## src/rtl/pe_ws_vector_if.sv

```systemverilog
// pe_ws_vector_if
// Purpose: daisy-chain bus between weight-stationary vector PEs. The same
// bundle carries the weight-load stream and the ifmap/psum compute stream,
// so one PE's output bus plugs straight into the next PE's input bus.
// Signals:
//   wload_valid  weight beat valid
//   weight       signed weight beat
//   valid        ifmap/psum beat valid
//   ifmap        packed signed ifmap vector, lane 0 in the LSBs
//   psum         signed partial sum
// Modports: master drives the bus, slave receives it.
interface pe_ws_vector_if #(
  parameter int IFMAP_WIDTH  = 8,
  parameter int WEIGHT_WIDTH = 8,
  parameter int LANES        = 4,
  parameter int PSUM_WIDTH   = 21
);
  logic                            wload_valid;
  logic signed [WEIGHT_WIDTH-1:0]  weight;
  logic                            valid;
  logic [LANES*IFMAP_WIDTH-1:0]    ifmap;
  logic signed [PSUM_WIDTH-1:0]    psum;

  modport master (output wload_valid, output weight, output valid,
                  output ifmap, output psum);
  modport slave  (input wload_valid, input weight, input valid,
                  input ifmap, input psum);
endinterface

```

## src/rtl/pe_ws_vector.sv

```systemverilog
// pe_ws_vector
// Purpose: weight-stationary processing element holding LANES signed weights.
// Weights are shifted in one beat at a time (EMPTY -> LOADING -> READY); once
// READY, further weight beats are forwarded down the chain one cycle later and
// every valid ifmap beat produces psum_in + dot(ifmap, weights) one cycle later.
// Ports:
//   clk        sole clock, rising edge
//   rst        synchronous active-high reset
//   wclear_i   discard stored weights and return to EMPTY
//   chain_i    incoming weight stream and ifmap/psum beats (slave)
//   chain_o    forwarded weight stream and registered results (master)
//   sat_o      result clamped this beat (only possible when SATURATE=1)
//   ready_o    high while all weights are loaded
module pe_ws_vector #(
  parameter int IFMAP_WIDTH        = 8,
  parameter int WEIGHT_WIDTH       = 8,
  parameter int LANES              = 4,
  parameter int ACCUMULATION_WIDTH = 3,
  parameter int PSUM_WIDTH         = IFMAP_WIDTH + WEIGHT_WIDTH +
                                     ACCUMULATION_WIDTH + $clog2(LANES),
  parameter bit SATURATE           = 1'b0
) (
  input  logic                  clk,
  input  logic                  rst,
  input  logic                  wclear_i,
  pe_ws_vector_if.slave         chain_i,
  pe_ws_vector_if.master        chain_o,
  output logic                  sat_o,
  output logic                  ready_o
);

  localparam int PROD_W = IFMAP_WIDTH + WEIGHT_WIDTH;
  localparam int SUM_W  = PROD_W + $clog2(LANES) + 1;
  // One bit wider than either addend so psum_i + dot never overflows.
  localparam int EXT_W  = ((SUM_W > PSUM_WIDTH) ? SUM_W : PSUM_WIDTH) + 1;
  localparam int CNT_W  = (LANES > 1) ? $clog2(LANES) : 1;

  localparam logic signed [EXT_W-1:0] PMAX =
    {{(EXT_W-PSUM_WIDTH+1){1'b0}}, {(PSUM_WIDTH-1){1'b1}}};
  localparam logic signed [EXT_W-1:0] PMIN =
    {{(EXT_W-PSUM_WIDTH+1){1'b1}}, {(PSUM_WIDTH-1){1'b0}}};

  typedef enum logic [1:0] {EMPTY, LOADING, READY} state_t;

  state_t                          state_q, state_d;
  logic [CNT_W-1:0]                cnt_q, cnt_d;
  logic signed [WEIGHT_WIDTH-1:0]  weights_q [LANES];
  logic signed [WEIGHT_WIDTH-1:0]  weights_d [LANES];
  logic                            wfwd_valid_q, wfwd_valid_d;
  logic signed [WEIGHT_WIDTH-1:0]  wfwd_q, wfwd_d;

  logic                            valid_q, valid_d;
  logic [LANES*IFMAP_WIDTH-1:0]    ifmap_q, ifmap_d;
  logic signed [PSUM_WIDTH-1:0]    psum_q, psum_d;
  logic                            sat_q, sat_d;

  logic signed [IFMAP_WIDTH-1:0]   lane_v;
  logic signed [PROD_W-1:0]        prod;
  logic signed [SUM_W-1:0]         dot;
  logic signed [EXT_W-1:0]         exact;

  // Weight loader FSM and forwarding path. wclear_i wins over any weight
  // beat in the same cycle, so that beat is neither stored nor forwarded.
  always_comb begin
    state_d      = state_q;
    cnt_d        = cnt_q;
    weights_d    = weights_q;
    wfwd_valid_d = 1'b0;
    wfwd_d       = '0;
    if (wclear_i) begin
      state_d   = EMPTY;
      cnt_d     = '0;
      weights_d = '{default: '0};
    end else if (chain_i.wload_valid) begin
      case (state_q)
        EMPTY: begin
          weights_d[0] = chain_i.weight;
          if (LANES == 1) begin
            state_d = READY;
            cnt_d   = '0;
          end else begin
            state_d = LOADING;
            cnt_d   = CNT_W'(1);
          end
        end
        LOADING: begin
          weights_d[cnt_q] = chain_i.weight;
          if (cnt_q == CNT_W'(LANES - 1)) begin
            state_d = READY;
            cnt_d   = '0;
          end else begin
            cnt_d = cnt_q + CNT_W'(1);
          end
        end
        READY: begin
          wfwd_valid_d = 1'b1;
          wfwd_d       = chain_i.weight;
        end
        default: state_d = EMPTY;
      endcase
    end
  end

  // Full-precision signed dot product plus sign-extended psum_i, then wrap
  // or clamp to PSUM_WIDTH. Beats outside READY (or during a clear) are dropped.
  always_comb begin
    lane_v  = '0;
    prod    = '0;
    dot     = '0;
    for (int l = 0; l < LANES; l++) begin
      lane_v = chain_i.ifmap[l*IFMAP_WIDTH +: IFMAP_WIDTH];
      prod   = $signed({{WEIGHT_WIDTH{lane_v[IFMAP_WIDTH-1]}}, lane_v}) *
               $signed({{IFMAP_WIDTH{weights_q[l][WEIGHT_WIDTH-1]}}, weights_q[l]});
      dot    = dot + $signed({{(SUM_W-PROD_W){prod[PROD_W-1]}}, prod});
    end
    exact = $signed({{(EXT_W-SUM_W){dot[SUM_W-1]}}, dot}) +
            $signed({{(EXT_W-PSUM_WIDTH){chain_i.psum[PSUM_WIDTH-1]}}, chain_i.psum});

    valid_d = 1'b0;
    ifmap_d = '0;
    psum_d  = '0;
    sat_d   = 1'b0;
    if (chain_i.valid && (state_q == READY) && !wclear_i) begin
      valid_d = 1'b1;
      ifmap_d = chain_i.ifmap;
      if (SATURATE && (exact > PMAX)) begin
        psum_d = PMAX[PSUM_WIDTH-1:0];
        sat_d  = 1'b1;
      end else if (SATURATE && (exact < PMIN)) begin
        psum_d = PMIN[PSUM_WIDTH-1:0];
        sat_d  = 1'b1;
      end else begin
        psum_d = exact[PSUM_WIDTH-1:0];
      end
    end
  end

  always_ff @(posedge clk) begin
    if (rst) begin
      state_q      <= EMPTY;
      cnt_q        <= '0;
      weights_q    <= '{default: '0};
      wfwd_valid_q <= 1'b0;
      wfwd_q       <= '0;
      valid_q      <= 1'b0;
      ifmap_q      <= '0;
      psum_q       <= '0;
      sat_q        <= 1'b0;
    end else begin
      state_q      <= state_d;
      cnt_q        <= cnt_d;
      weights_q    <= weights_d;
      wfwd_valid_q <= wfwd_valid_d;
      wfwd_q       <= wfwd_d;
      valid_q      <= valid_d;
      ifmap_q      <= ifmap_d;
      psum_q       <= psum_d;
      sat_q        <= sat_d;
    end
  end

  assign chain_o.wload_valid = wfwd_valid_q;
  assign chain_o.weight      = wfwd_q;
  assign chain_o.valid       = valid_q;
  assign chain_o.ifmap       = ifmap_q;
  assign chain_o.psum        = psum_q;
  assign sat_o               = sat_q;
  assign ready_o             = (state_q == READY);

endmodule
```

## src/flat_wrapper.sv

```systemverilog
// flat-port wrapper written by rule: the top's interface ports become plain ports
module pe_ws_vector_flat 
#(
  parameter int IFMAP_WIDTH        = 8,
  parameter int WEIGHT_WIDTH       = 8,
  parameter int LANES              = 4,
  parameter int ACCUMULATION_WIDTH = 3,
  parameter int PSUM_WIDTH         = IFMAP_WIDTH + WEIGHT_WIDTH +
                                     ACCUMULATION_WIDTH + $clog2(LANES),
  parameter bit SATURATE           = 1'b0
)
  (clk, rst, wclear_i, sat_o, ready_o, chain_i_wload_valid, chain_i_weight, chain_i_valid, chain_i_ifmap, chain_i_psum, chain_o_wload_valid, chain_o_weight, chain_o_valid, chain_o_ifmap, chain_o_psum);
  pe_ws_vector_if #(.IFMAP_WIDTH(IFMAP_WIDTH), .WEIGHT_WIDTH(WEIGHT_WIDTH), .LANES(LANES), .PSUM_WIDTH(PSUM_WIDTH)) chain_i_i ();
  pe_ws_vector_if #(.IFMAP_WIDTH(IFMAP_WIDTH), .WEIGHT_WIDTH(WEIGHT_WIDTH), .LANES(LANES), .PSUM_WIDTH(PSUM_WIDTH)) chain_o_i ();
  input  logic clk;
  input  logic rst;
  input  logic wclear_i;
  output logic sat_o;
  output logic ready_o;
  input wire logic [$bits(chain_i_i.wload_valid)-1:0] chain_i_wload_valid;
  input wire logic [$bits(chain_i_i.weight)-1:0] chain_i_weight;
  input wire logic [$bits(chain_i_i.valid)-1:0] chain_i_valid;
  input wire logic [$bits(chain_i_i.ifmap)-1:0] chain_i_ifmap;
  input wire logic [$bits(chain_i_i.psum)-1:0] chain_i_psum;
  output wire logic [$bits(chain_o_i.wload_valid)-1:0] chain_o_wload_valid;
  output wire logic [$bits(chain_o_i.weight)-1:0] chain_o_weight;
  output wire logic [$bits(chain_o_i.valid)-1:0] chain_o_valid;
  output wire logic [$bits(chain_o_i.ifmap)-1:0] chain_o_ifmap;
  output wire logic [$bits(chain_o_i.psum)-1:0] chain_o_psum;
  assign chain_i_i.wload_valid = chain_i_wload_valid;
  assign chain_i_i.weight = chain_i_weight;
  assign chain_i_i.valid = chain_i_valid;
  assign chain_i_i.ifmap = chain_i_ifmap;
  assign chain_i_i.psum = chain_i_psum;
  assign chain_o_wload_valid = chain_o_i.wload_valid;
  assign chain_o_weight = chain_o_i.weight;
  assign chain_o_valid = chain_o_i.valid;
  assign chain_o_ifmap = chain_o_i.ifmap;
  assign chain_o_psum = chain_o_i.psum;
  pe_ws_vector #(.IFMAP_WIDTH(IFMAP_WIDTH), .WEIGHT_WIDTH(WEIGHT_WIDTH), .LANES(LANES), .ACCUMULATION_WIDTH(ACCUMULATION_WIDTH), .PSUM_WIDTH(PSUM_WIDTH), .SATURATE(SATURATE)) u_core (.clk(clk), .rst(rst), .wclear_i(wclear_i), .chain_i(chain_i_i), .chain_o(chain_o_i), .sat_o(sat_o), .ready_o(ready_o));
endmodule
```

## config.mk

```make
export PLATFORM = sky130hd
export DESIGN_NAME = pe_ws_vector_flat
export DESIGN_NICKNAME = d
export VERILOG_FILES = /design/src/rtl/pe_ws_vector_if.sv /design/src/rtl/pe_ws_vector.sv /design/src/flat_wrapper.sv
export SDC_FILE = /design/constraint.sdc
export NUM_CORES = 1
export LEC_CHECK = 0
export CORE_ASPECT_RATIO = 0.9
export CORE_MARGIN = 4
export CORE_UTILIZATION = 50
export DETAILED_ROUTE_END_ITERATION = 12
export GPL_TIMING_DRIVEN = 0
export PLACE_DENSITY = 0.71
export SYNTH_ARGS = -nofsm -noshare
export SYNTH_HDL_FRONTEND = slang
export SYNTH_SLANG_ARGS = --single-unit
```

## constraint.sdc

```tcl
create_clock -name clk -period 35.3 [get_ports clk]
set_clock_uncertainty 0.1 [all_clocks]
set_input_delay 7.06 -clock clk [delete_from_list [all_inputs] [get_ports clk]]
set_output_delay 7.06 -clock clk [all_outputs]
set_load 0.01 [all_outputs]
```

==> summary.txt <==
Max-slew headroom: 26.82%
Iteration-0 DRC Markers: 560
TNS Setup: 0 ps
CP most frequent cell: fa_1
CP startpoint: chain_i_ifmap[4]
clk sink count: 99
outcome: complete, no violations
r2r worst-path depth: 37
leak pwr: 8.489 nW
DRC: 0
R2R Setup Slk: 23450 ps
Syn Inst Count: 1639
Hold Crit Depth: 2
Post-layout nets: 2299
vias per inst: 5.029
f_max: 53.34 MHz
syn nets: 2166
FP Rows: 60
Critical Path AT: 18910 ps
wire per inst: 15.72 µm
Total GRT Usage: 21.41%
Hold WC Path Type: register to register
CTS tree: yes
Netlist cell types: 53
DR vias: 10973
Critical Path Slowest Stage Cell: clkdlybuf4s50_1
sequential share of power: 32.9%
total I/O pin count: 131
DR pass1 iterations: 5
gpl congestion: 0.8746
yosys warns: 0
worst-case vdd ir drop: 0.02522 mV
final setup fails: 0
MaxCap Viol Count: 0
postcts setup bufs: 0
Core Box Area: 0.03025 mm²
Post-Syn Area per Cell: 9.481 µm²
initial antenna violation count: 2
DP Wirelength: 29750 µm
CP bufs+invs: 7
CTS Root Cell: clkbuf_16
die height: 175.2 µm
GRT overflow: 0
slew of the pin with the lowest slew margin: 1098 ps
largest net degree at the start of global routing: 17
top cell type's share of synthesized area: 41.10%
final worst-path cycle share: 53.11%
Bufs on Longest Clock Path: 2
first-pass GRT wire length: 58950 µm
top post-synthesis cells by area: fa_1, dfxtp_1, ha_1
FF-to-FF End: u_core.chain_o.psum[20]$_SDFF_PP0_
die area: 0.03397 mm²
post-synthesis cell area: 0.01554 mm²
synthesis-stage register bit count: 99
Gate power share: 37.0%
CP Launch Type: input pin
EDFF count, synth: 0
clock power share: 30.1%
final hold violation count: 0
ys async rst share: 0%
final wirelength: 34290 µm
post-CTS sizing: 0
Horiz. Die Dim: 193.8 µm
Crit Path Max Fanout: 9
initial core utilization: 51.36%
most used flip-flop cell after synthesis: dfxtp_1
share of layout cells above drive strength 1: 1.464%
# hold bufs at CTS: 0
reg2reg start: u_core.weights_q[24]$_SDFFE_PP0P_
Setup crit end kind: register
Worst-Skew Late Latency: 370 ps
Synth area leader: fa_1
Max Slew Vio Count: 0
H-tree levels: 3
Worst EP required: 35460 ps
CP Class: input pin to register
clock-pin slew on the worst setup and hold paths: 80 ps
RSZ-0062 raised after global routing: no
P&R area growth vs syn: 13.03%
Net Sw Frac: 35.07%
power density over the cells: 19.54 mW/mm²
Routed Antenna Nets: 0
final core occ: 58.05%
Largest stage delay, worst path: 780 ps
Crit path depth: 38
Final min period: 18750 ps
Pint: 0.2229 mW
Num CTS Buffers: 9
buffers added on ports: 122
vias in the first global route: 11547
net switching power figure: 0.1204 mW
delay-heaviest family, CP: adder cells
CP endpoint: u_core.chain_o.psum[20]$_SDFF_PP0_
Seq/Total Area, Yosys: 12.75%
## stage by stage
| stage | area, µm² | std cells | power (mW) | hold WS, ps | setup slack (ps) |
|---|---|---|---|---|---|
| 6_report | 17560 | 2182 | 0.3433 | 402.6 | 16550 |
| 4_1_cts | 17560 | 2179 | 0.3462 | 403.1 | 16510 |
| 3_3_place_gp | 17260 | 2164 | 0.2390 | 379.7 | 16350 |
| 2_1_floorplan | 15540 | 1639 | 0.2083 | 353.8 | 17450 |
| 3_5_place_dp | 17260 | 2164 | 0.2426 | 391.8 | 16170 |
| 5_1_grt | 17560 | 2179 | 0.3684 | 430.5 | 15910 |
## worst min-delay path by stage
| stage | from | endpoint | slack (ps) |
|---|---|---|---|
| after global routing | u_core.state_q[1]$_SDFFE_PP0P_ | u_core.state_q[1]$_SDFFE_PP0P_ | 430 |
| after detailed placement | u_core.cnt_q[1]$_SDFFE_PP0P_ | u_core.cnt_q[1]$_SDFFE_PP0P_ | 390 |
| after floorplan | u_core.weights_q[15]$_SDFFE_PP0P_ | u_core.weights_q[15]$_SDFFE_PP0P_ | 350 |
| after CTS | u_core.cnt_q[1]$_SDFFE_PP0P_ | u_core.cnt_q[1]$_SDFFE_PP0P_ | 400 |
| final | u_core.cnt_q[1]$_SDFFE_PP0P_ | u_core.cnt_q[1]$_SDFFE_PP0P_ | 400 |
| after global placement | u_core.state_q[1]$_SDFFE_PP0P_ | u_core.state_q[1]$_SDFFE_PP0P_ | 380 |
## sequential cells by signal, summed over array words and instances, names as in the netlist
register                    flops
u_core.weights_q               32
u_core.chain_o.valid            1
u_core.chain_o.weight           8
u_core.cnt_q                    2
u_core.chain_o.wload_valid      1
u_core.chain_o.psum            21
u_core.chain_o.ifmap           32
u_core.state_q                  2
## routing by layer
metal | vias to the layer above | GRT usage (%) | wire length (µm)
met1 | 5501 | 30.43 | 15320
met5 | - | 0 | 0
met4 | 0 | 4.950 | 649
met3 | 35 | 2.121 | 1733
met2 | 272 | 35.92 | 16590
li1 | 5165 | - | -
## tightest hold or removal path, cell delays in order, from the launching register on
cell	delay (ps)
dfxtp_1	340
nand2_1	60
a21oi_1	50
## layout make-up
cell class	instances	area, µm²
fill	2636	12690
inverter	384	1441
multi-input combinational	1120	11980
sequential	99	1982
tap	403	504.2
clock inverter	5	62.56
timing repair buffer	122	1221
buffer	36	138.9
clock buffer	10	229.0
antenna	3	7.507
## synth_stat cells (all sizes together) (3+ instances only)
library cell	n
xor2	18
nand2b	21
inv	383
o21a	7
a211oi	8
mux2i	10
nor2b	5
xnor2	35
fa	319
nor2	50
or2	3
nand2	158
o21bai	6
and2	180
clkbuf	35
or3	10
dfxtp	99
a21oi	56
a311o	3
nor3	5
a21o	12
o31ai	5
a31oi	3
nand3	12
ha	142
o21ai	19
and3	10
## power by group through the flow
stage,clock network [mW],registers [mW],logic [mW]
2_1_floorplan,0,0.115,0.0933
6_report,0.103,0.113,0.127
5_1_grt,0.110,0.113,0.145
4_1_cts,0.105,0.113,0.128
3_5_place_dp,0,0.116,0.127
3_3_place_gp,0,0.116,0.123
## cells in the final DEF (no fill, tap or decap), types with 4 or more instances in the layout
cell type / instances
a211oi_1: 8
a21o_1: 12
a21oi_1: 56
and2_1: 180
and3_1: 10
clkbuf_1: 36
clkbuf_16: 9
clkdlybuf4s50_1: 122
dfxtp_1: 99
fa_1: 319
ha_1: 142
inv_1: 383
mux2i_1: 10
nand2_1: 158
nand2b_1: 21
nand3_1: 12
nor2_1: 50
nor2b_1: 4
nor3_1: 5
o21a_1: 7
o21ai_0: 16
o21bai_1: 6
o31ai_1: 5
or3_1: 10
xnor2_1: 35
xor2_1: 18
## kinds of logic after synthesis
kind of cell | synth area share, %
AOI/OAI and AO/OA | 5.516
xor gates and xnor gates | 3.132
adders and majority gates | 52.53
buffers and inverters | 10.17
DFF | 12.75
muxes | 0.6442
other | 0.02413
and+or+nand+nor | 15.23
Note: power is estimated with default switching activity, not from simulation.
